## config.mk

```make
export PLATFORM = sky130hd
export DESIGN_NAME = vdp_vram_arbiter
export DESIGN_NICKNAME = d
export VERILOG_FILES = /design/src/rtl/vdp_vram_arbiter.sv
export SDC_FILE = /design/constraint.sdc
export NUM_CORES = 1
export LEC_CHECK = 0
export ABC_AREA = 1
export BUFFER_PORTS_ARGS = -buffer_cell sky130_fd_sc_hd__buf_2
export CORE_MARGIN = 2
export CORE_UTILIZATION = 30
export CTS_CLUSTER_DIAMETER = 60
export DETAILED_ROUTE_END_ITERATION = 10
export PLACE_DENSITY = 0.54
export SYNTH_ARGS = -nofsm -noshare
export SYNTH_HDL_FRONTEND = slang
export SYNTH_SLANG_ARGS = --single-unit
```

## constraint.sdc

```tcl
create_clock -name clk -period 3.7 [get_ports clk]
set_input_delay 0.37 -clock clk [delete_from_list [all_inputs] [get_ports clk]]
set_output_delay 0.37 -clock clk [all_outputs]
set_load 0.1 [all_outputs]
```

## src/rtl/vdp_vram_arbiter.sv

```systemverilog
// -----------------------------------------------------------------------------
// vdp_vram_arbiter
//
// Shares the single SDRAM VRAM port between three requesters: screen fetch,
// CPU VRAM access and the VDP command engine. One transaction is in flight at
// a time. Byte accesses become 32-bit word accesses with a lane write mask.
// Read data goes back only to the requester that owns the transaction.
//
// Handshake semantics (all request ports and the dram port):
//   A requester raises *_valid with stable fields and holds it until *_ready.
//   *_ready is a one-cycle pulse in the cycle the SDRAM controller accepts
//   (dram_valid & dram_ready). The requester drops valid the following cycle.
//   Read data returns later as a one-cycle *_rdata_en pulse. *_rdata holds its
//   last value between pulses.
//
// Ports
//   clk, reset                 system clock, synchronous active-high reset
//   screen_address/valid       screen word read request (address [1:0] unused)
//   screen_ready               accept pulse
//   screen_rdata/_en           32-bit read word and its valid pulse
//   cpu_address/valid/write/wdata     CPU byte request
//   cpu_ready, cpu_rdata/_en          accept pulse, read byte + valid pulse
//   command_address/valid/write/wdata command engine byte request
//   command_ready, command_rdata/_en  accept pulse, read byte + valid pulse
//   dram_address/valid/write   request to SDRAM controller
//   dram_wdata, dram_wdata_mask       replicated write byte, 1 = lane kept
//   dram_ready                 controller accepted the request
//   dram_rdata, dram_rdata_en  read word from controller and its valid pulse
//   debug_state                current FSM state (0 IDLE, 1 ISSUE, 2 WAIT_RDATA)
// -----------------------------------------------------------------------------
module vdp_vram_arbiter #(
  parameter int CMD_STARVE_LIMIT = 4,
  parameter int RDATA_TIMEOUT    = 255
) (
  input  logic        clk,
  input  logic        reset,
  input  logic [16:0] screen_address,
  input  logic        screen_valid,
  output logic        screen_ready,
  output logic [31:0] screen_rdata,
  output logic        screen_rdata_en,
  input  logic [16:0] cpu_address,
  input  logic        cpu_valid,
  input  logic        cpu_write,
  input  logic [7:0]  cpu_wdata,
  output logic        cpu_ready,
  output logic [7:0]  cpu_rdata,
  output logic        cpu_rdata_en,
  input  logic [16:0] command_address,
  input  logic        command_valid,
  input  logic        command_write,
  input  logic [7:0]  command_wdata,
  output logic        command_ready,
  output logic [7:0]  command_rdata,
  output logic        command_rdata_en,
  output logic [16:0] dram_address,
  output logic        dram_valid,
  output logic        dram_write,
  output logic [31:0] dram_wdata,
  output logic [3:0]  dram_wdata_mask,
  input  logic        dram_ready,
  input  logic [31:0] dram_rdata,
  input  logic        dram_rdata_en,
  output logic [1:0]  debug_state
);

  typedef enum logic [1:0] {
    IDLE       = 2'd0,
    ISSUE      = 2'd1,
    WAIT_RDATA = 2'd2
  } state_t;

  typedef enum logic [1:0] {
    OWN_NONE    = 2'd0,
    OWN_SCREEN  = 2'd1,
    OWN_CPU     = 2'd2,
    OWN_COMMAND = 2'd3
  } owner_t;

  localparam int SW = $clog2(CMD_STARVE_LIMIT + 1);
  localparam int TW = $clog2(RDATA_TIMEOUT + 1);

  state_t        state;
  owner_t        owner;
  logic [16:0]   addr_q;
  logic          write_q;
  logic [7:0]    wdata_q;
  logic [SW-1:0] starve_count;
  logic [TW-1:0] timeout_count;

  logic          cmd_starved;
  logic          grant_screen;
  logic          grant_cpu;
  logic          grant_command;
  logic          accept;
  logic          timeout_hit;
  logic          deliver;
  logic [31:0]   return_word;
  logic [7:0]    return_byte;

  assign cmd_starved = (starve_count == SW'(CMD_STARVE_LIMIT));

  // Screen always wins. Command normally loses to CPU, except once the CPU
  // has been granted CMD_STARVE_LIMIT times in a row while command waited.
  always_comb begin
    grant_screen  = 1'b0;
    grant_cpu     = 1'b0;
    grant_command = 1'b0;
    if (state == IDLE) begin
      if (screen_valid) begin
        grant_screen = 1'b1;
      end else if (command_valid && (cmd_starved || !cpu_valid)) begin
        grant_command = 1'b1;
      end else if (cpu_valid) begin
        grant_cpu = 1'b1;
      end
    end
  end

  assign accept = (state == ISSUE) && dram_ready;

  // dram side is driven straight from the latched request, so requester
  // field changes after the grant never reach the controller.
  assign dram_valid      = (state == ISSUE);
  assign dram_write      = (state == ISSUE) && write_q;
  assign dram_address    = addr_q;
  assign dram_wdata      = {4{wdata_q}};
  assign dram_wdata_mask = write_q ? ~(4'b0001 << addr_q[1:0]) : 4'b0000;

  assign screen_ready  = accept && (owner == OWN_SCREEN);
  assign cpu_ready     = accept && (owner == OWN_CPU);
  assign command_ready = accept && (owner == OWN_COMMAND);

  // A read that never returns is completed with all-ones data so the owner
  // is not left waiting forever.
  assign timeout_hit = (timeout_count == TW'(RDATA_TIMEOUT - 1));
  assign deliver     = (state == WAIT_RDATA) && (dram_rdata_en || timeout_hit);
  assign return_word = dram_rdata_en ? dram_rdata : 32'hFFFF_FFFF;
  assign return_byte = return_word[{addr_q[1:0], 3'b000} +: 8];

  assign debug_state = state;

  always_ff @(posedge clk) begin
    if (reset) begin
      state            <= IDLE;
      owner            <= OWN_NONE;
      addr_q           <= '0;
      write_q          <= 1'b0;
      wdata_q          <= '0;
      starve_count     <= '0;
      timeout_count    <= '0;
      screen_rdata     <= '0;
      screen_rdata_en  <= 1'b0;
      cpu_rdata        <= '0;
      cpu_rdata_en     <= 1'b0;
      command_rdata    <= '0;
      command_rdata_en <= 1'b0;
    end else begin
      screen_rdata_en  <= 1'b0;
      cpu_rdata_en     <= 1'b0;
      command_rdata_en <= 1'b0;

      // Starvation only accumulates while command keeps asking.
      if (!command_valid || grant_command) begin
        starve_count <= '0;
      end else if (grant_cpu && !cmd_starved) begin
        starve_count <= starve_count + SW'(1);
      end

      case (state)
        IDLE: begin
          if (grant_screen) begin
            owner   <= OWN_SCREEN;
            addr_q  <= screen_address;
            write_q <= 1'b0;
            wdata_q <= '0;
            state   <= ISSUE;
          end else if (grant_command) begin
            owner   <= OWN_COMMAND;
            addr_q  <= command_address;
            write_q <= command_write;
            wdata_q <= command_wdata;
            state   <= ISSUE;
          end else if (grant_cpu) begin
            owner   <= OWN_CPU;
            addr_q  <= cpu_address;
            write_q <= cpu_write;
            wdata_q <= cpu_wdata;
            state   <= ISSUE;
          end
        end

        ISSUE: begin
          if (dram_ready) begin
            timeout_count <= '0;
            if (write_q) begin
              state <= IDLE;
              owner <= OWN_NONE;
            end else begin
              state <= WAIT_RDATA;
            end
          end
        end

        WAIT_RDATA: begin
          if (deliver) begin
            case (owner)
              OWN_SCREEN: begin
                screen_rdata    <= return_word;
                screen_rdata_en <= 1'b1;
              end
              OWN_CPU: begin
                cpu_rdata    <= return_byte;
                cpu_rdata_en <= 1'b1;
              end
              OWN_COMMAND: begin
                command_rdata    <= return_byte;
                command_rdata_en <= 1'b1;
              end
              default: begin
              end
            endcase
            state <= IDLE;
            owner <= OWN_NONE;
          end else begin
            timeout_count <= timeout_count + TW'(1);
          end
        end

        default: begin
          state <= IDLE;
          owner <= OWN_NONE;
        end
      endcase
    end
  end

endmodule

```

==> results.py, run 1 <==
metrics = {
    "run_status": {
        "status": "completed",
    },
    "synth": {
        "synth_cells": 728,
        "yosys.cell_types.count": 33,
        "synth-seq-cells": 92,
        "synth-edff-count": 0,
        "avgSynthCellArea_um2": 6.89,
        "synth.largest_area_cell": "dfxtp_1",
        "synth.most_common_cell": "nand2_1",
        "synthTopCellsByArea": "dfxtp_1 (37%), nand2_1 (13%), a21oi_1 (7.8%), inv_1 (4.7%), nor2_1 (4.7%)",
        "yosysSeqAreaShare_pct": 36.7,
        "synth_warnings": 0,
        "synthArstFlopShare_pct": 0,
        "dominantRegCellSynth": "dfxtp_1",
        "syn_nets": 840,
        "synth.top_cell.area_share_pct": 36.7,
        "syn_area_um2": 5010,
        "synth_commonest_cells": "nand2_1 (176), dfxtp_1 (92), a21oi_1 (78), inv_1 (63), nor2_1 (63)",
    },
    "final_layout": {
        "final_area_um2": 6320,
        "regArea_um2": 1840,
        "multi_input_area_um2": 2540,
        "instances_no_fill": 1119,
        "drive_above_1_share_pct": 31.7,
        "final_util_pct": 38.4,
        "diodes": 0,
        "final_nets": 1008,
        "fill_cells": 1808,
        "syn_to_final_growth_pct": 26.1,
    },
    "detailed_routing": {
        "via_per_inst": 4.67,
        "drt-total-wl_um": 15900,
        "wl_per_cell_um": 14.2,
        "first_pass_iters": 5,
        "first_iter_violations": 422,
        "vias": 5223,
        "antenna_left": 0,
        "route.detailed.drc": 0,
    },
    "placement": {
        "dp_hpwl_um": 12000,
        "pre_cts_ws_ns": 1.52,
        "placed_cells": 1105,
        "gp_congestion": 0.815,
        "io_buffers": 218,
        "dpl_cell_area_um2": 6030,
    },
    "setup_path": {
        "reg2reg_from": "debug_state[1]$_SDFFE_PP0P_",
        "cp-endpoint": "dram_wdata_mask[1]",
        "cp-start-kind": "flop",
        "worstSetupEndpointType": "output pin",
        "crit_chain": "inv_1 -> nor2_1 -> nor2_1 -> buf_2",
        "cp_max_fo": 9,
        "cp.arrival_ns": 1.86,
        "r2r_end": "timeout_count[0]$_SDFFE_PP0P_",
        "ff2ff_setup_slack_ns": 1.54,
        "worst-setup-path-type": "flop to output pin",
        "cp.depth": 4,
        "crit_top_cell": "nor2_1",
        "r2r_cells": 8,
        "crit_path_start": "dram_address[0]$_SDFFE_PP0P_",
        "slowest_delay_ns": 0.54,
        "crit_family": "simple AND/OR/NAND/NOR gates",
        "cp_slowest_cell": "nor2_1",
        "worst-path-buf-inv": 2,
        "required_ns": 3.33,
    },
    "global_routing": {
        "gr-usage-all-layers_pct": 17.8,
        "grt_max_degree": 52,
        "grt_use_met2_pct": 28.0,
        "grt_first_pass_wirelength_um": 25000,
        "grt_pass1_vias": 4695,
        "grtUsageMet3_pct": 4.83,
        "grt_overflow": 0,
        "met1_usage_pct": 23.9,
        "antenna_found_initial": 0,
        "top_usage_layer": "met2",
    },
    "power_and_ir_drop": {
        "p_seq_share_pct": 34.4,
        "switching_share_pct": 43.8,
        "p_leak_nw": 3.15,
        "vdd_drop_max_mv": 0.258,
        "power_mw": 3.26,
        "pwr-share-comb_pct": 37.2,
        "power_frac_clock_pct": 28.5,
        "power.internal_mw": 1.83,
        "switchingPower_mw": 1.43,
        "p_per_area_nw_per_um2": 515,
    },
    "clock_network": {
        "clockBufferDepth": 2,
        "post_cts_buffers": 0,
        "cts_hold_buf": 0,
        "root_buffer": "clkbuf_16",
        "htreeDepth": 3,
        "post_cts_resized": 0,
        "cts_sinks": 92,
        "tritoncts": "done",
        "clk_pin_slew_worst_paths_ns": 0.06,
        "cts_inserted_buffers": 9,
        "clk_latency_ns": 0.35,
    },
    "sta": {
        "rsz0062_at_grt": "false",
        "setup-tns-final_ns": 0,
        "slew_headroom_pct": 22.9,
        "timing.fmax_mhz": 448,
        "fin_ws_ns": 1.47,
        "fin_crit_sh_pct": 60.4,
        "fin_crit_ns": 2.23,
        "clock_skew_ns": 0.00838,
        "hold_viol_final": 0,
        "tightest_slew_ns": 1.16,
        "slew_viol_final": 0,
        "whs_ns": 0.321,
        "setup_viol": 0,
    },
    "floorplan": {
        "die_w_um": 133,
        "num_io_pins": 219,
        "num_rows": 47,
        "core_um2": 16500,
        "die_y_um": 133,
        "die-area_um2": 17800,
        "initial_core_util_pct": 30.4,
    },
    "min_path": {
        "min_from": "screen_address[7]",
        "min_path_type": "input pin to flop",
    },
    "run": {
        "drv_cap": 0,
    },
}
final cells by class:
cell class | count | area share, %
repair buffers | 222 | 17.7
multi-input cells | 503 | 40.1
clock buffers | 12 | 4.06
well taps | 220 | 4.35
clock inverters | 2 | 0.554
flip-flops and latches | 92 | 29.1
inverters | 68 | 4.04
placed cells by master (no fill, tap or decap), drive strengths merged:
master   count
or2         24
o21bai      10
nor2        69
o21a         1
o21ai       38
nand3       42
xor2         2
nor3         5
inv         67
o2111ai     18
clkinv       2
a21oi       79
dfxtp       92
clkbuf      12
ha           4
buf        222
nand4       24
bufinv       1
nand2      185
nand3b       2
power by group through the flow:
stage	clock network, mW	registers, mW	logic, mW
2_1_floorplan	0	1.53	0.592
3_3_place_gp	0	1.14	1.21
3_5_place_dp	0	1.14	1.21
4_1_cts	0.949	1.12	1.21
5_1_grt	0.987	1.13	1.29
6_report	0.928	1.12	1.21
worst min-delay path by stage:
stage,to,cells after the start
2_1_floorplan,write_q$_SDFFE_PP0P_,2
3_3_place_gp,screen_rdata[5]$_SDFFE_PP0P_,2
3_5_place_dp,screen_rdata[2]$_SDFFE_PP0P_,2
4_1_cts,dram_address[7]$_SDFFE_PP0P_,3
5_1_grt,dram_address[10]$_SDFFE_PP0P_,3
6_report,dram_address[7]$_SDFFE_PP0P_,3
kinds of logic (layout without fill, tap and decap cells):
kind of cell / count (synthesis) / count (layout) / synth area share, %
AOI/OAI and AO/OA: 146 / 146 / 16.5
xor gates and xnor gates: 2 / 2 / 0.349
adders and majority gates: 4 / 4 / 0.998
buffers and inverters: 133 / 304 / 13.0
DFF: 92 / 92 / 36.7
and+or+nand+nor: 351 / 351 / 32.4
metal layers:
layer | vias to the layer above | wire (um)
li1 | 2696 | -
met1 | 2310 | 7260
met2 | 202 | 7120
met3 | 15 | 1300
met4 | 0 | 244
met5 | - | 0
sequential cells by signal (all words and copies together) (netlist names):
name and count:
screen_rdata 32, dram_address 17, command_rdata 8, cpu_rdata 8, timeout_count 8, wdata_q 8, starve_count 3, debug_state 2
owner 2, command_rdata_en 1, cpu_rdata_en 1, screen_rdata_en 1, write_q 1
worst reg2reg max path, cell delays in order (launching register included):
cell,delay [ns]
dfxtp_1,0.38
inv_1,0.10
nor2_4,0.19
buf_4,0.38
nand3_1,0.43
nand2_2,0.32
inv_1,0.09
a21oi_1,0.12
nor2_1,0.05
(Power assumes the default switching activity.)
==> inputs of run 2 (changes only) <==
Settings changed: PLACE_DENSITY 0.54 to 0.56.
Clock period 3.7 ns to 1.9 ns, I/O delays scaled along.
==> results.py, run 2 (synthesized netlist as in run 1, its figures left out) <==
metrics = {
    "run_status": {
        "status": "completed",
    },
    "power_and_ir_drop": {
        "switchingPower_mw": 2.89,
        "power.internal_mw": 3.72,
        "vdd_drop_max_mv": 0.578,
        "power_frac_clock_pct": 29.5,
        "pwr-share-comb_pct": 37.6,
        "p_per_area_nw_per_um2": 1000,
        "p_leak_nw": 3.26,
        "p_seq_share_pct": 32.9,
        "switching_share_pct": 43.7,
    },
    "sta": {
        "slew_headroom_pct": 64.9,
        "fin_crit_sh_pct": 93.0,
        "setup_viol": 0,
        "rsz0062_at_grt": "false",
        "whs_ns": 0.128,
        "timing.fmax_mhz": 566,
        "fin_ws_ns": 0.132,
        "setup-tns-final_ns": 0,
        "clock_skew_ns": 0.00997,
        "slew_viol_final": 0,
        "tightest_slew_ns": 0.530,
        "fin_crit_ns": 1.77,
        "hold_viol_final": 0,
    },
    "detailed_routing": {
        "antenna_left": 0,
        "first_pass_iters": 5,
        "first_iter_violations": 353,
        "drt-total-wl_um": 16800,
        "route.detailed.drc": 0,
        "wl_per_cell_um": 14.8,
        "vias": 5320,
        "via_per_inst": 4.68,
    },
    "clock_network": {
        "clk_latency_ns": 0.35,
        "cts_sinks": 92,
        "clk_pin_slew_worst_paths_ns": 0.07,
        "clockBufferDepth": 2,
        "cts_hold_buf": 0,
        "htreeDepth": 3,
        "tritoncts": "done",
        "root_buffer": "clkbuf_16",
        "cts_inserted_buffers": 9,
    },
    "final_layout": {
        "final_nets": 1022,
        "drive_above_1_share_pct": 34.5,
        "instances_no_fill": 1136,
        "final_common_cell": "buf_2",
        "final_cell_mix": "buf_2 (215), nand2_1 (175), dfxtp_1 (88)",
        "syn_to_final_growth_pct": 31.6,
        "final_area_um2": 6600,
        "fill_cells": 1794,
        "regMostFlops": "screen_rdata",
        "largest_register_ffs": 32,
    },
    "global_routing": {
        "met1_usage_pct": 24.6,
        "top_usage_layer": "met2",
        "antenna_found_initial": 0,
        "grtUsageMet3_pct": 5.82,
        "gr-usage-all-layers_pct": 18.6,
        "grt_max_degree": 51,
        "grt_first_pass_wirelength_um": 26100,
        "grt_pass1_vias": 4844,
        "grt_use_met2_pct": 29.2,
        "grt_overflow": 0,
    },
    "placement": {
        "dp_hpwl_um": 12500,
        "placed_cells": 1118,
        "gp_congestion": 0.813,
        "io_buffers": 218,
        "dpl_cell_area_um2": 6260,
        "pre_cts_ws_ns": -0.0424,
    },
    "floorplan": {
        "die_w_um": 133,
        "core_um2": 16500,
        "die-area_um2": 17800,
        "num_io_pins": 219,
        "initial_core_util_pct": 30.4,
        "die_y_um": 133,
        "num_rows": 47,
    },
    "setup_path": {
        "required_ns": 1.71,
        "r2r_cells": 9,
        "cp_max_fo": 6,
        "worst-setup-path-type": "flop to output pin",
        "cp.arrival_ns": 1.58,
        "cp-start-kind": "flop",
        "worstSetupEndpointType": "output pin",
    },
    "min_path": {
        "min_path_cells": 3,
        "min_path_type": "input pin to flop",
    },
    "run": {
        "drv_cap": 0,
    },
}
-- run 2: repair_timing --
item / 4_1_cts / 5_1_grt
setup buffers: 0 / 0
resized for setup: 0 / 5
cloned: 1 / 0
endpoints found under the setup margin: 17 / 5
pin swaps: 1 / 0
endpoints found under the hold margin: 0 / 0
-- run 2: metrics by stage --
stage,power (mW),utilization [%]
final,6.61,40.1
after global routing,6.91,40.1
after CTS,6.66,40.0
after detailed placement,4.69,38.0
after global placement,4.70,38.0
after floorplan,4.18,-
-- run 2: power by group through the flow --
stage / combinational, mW / sequential (mW) / clock [mW]
floorplan: 1.19 / 2.99 / 0
detailed placement: 2.47 / 2.21 / 0
finish: 2.49 / 2.18 / 1.95
CTS: 2.48 / 2.18 / 2.00
global route: 2.64 / 2.19 / 2.08
global placement: 2.48 / 2.22 / 0
-- run 2: area by class of cell --
class / instances / area [um^2] / share of cell area [%]
sequential: 92 / 1850 / 28.1
clock inverter: 3 / 42.5 / 0.645
tap: 220 / 275 / 4.17
inverter: 68 / 262 / 3.96
multi-input combinational: 504 / 2610 / 39.5
antenna: 1 / 2.50 / 0.0379
timing repair buffer: 235 / 1280 / 19.3
clock buffer: 13 / 280 / 4.25
-- run 2: final timing paths --
path                                               startpoint                             to  slack (ns)
worst min register to register  screen_rdata[30]$_SDFFE_PP0P_  screen_rdata[30]$_SDFFE_PP0P_        0.46
worst max register to register   starve_count[0]$_SDFFE_PP0P_   dram_address[8]$_SDFFE_PP0P_        0.22
worst min-delay path                        screen_address[7]   dram_address[7]$_SDFFE_PP0P_        0.13
worst max-delay path                    owner[1]$_SDFFE_PP0P_                      cpu_ready        0.13
-- run 2: critical path, stage by stage (launching register included) --
cell and delay [ns]:
dfxtp_1 0.59, inv_1 0.19, nor3_4 0.24, buf_12 0.20
-- run 2: metal layers --
metal  part of all wire [%]  vias to the layer above  wire, um
met4                    1.2                        0       193
met3                    9.1                       17      1520
li1                       -                     2730         -
met1                     44                     2356      7370
met2                     46                      217      7680
met5                      0                        -         0
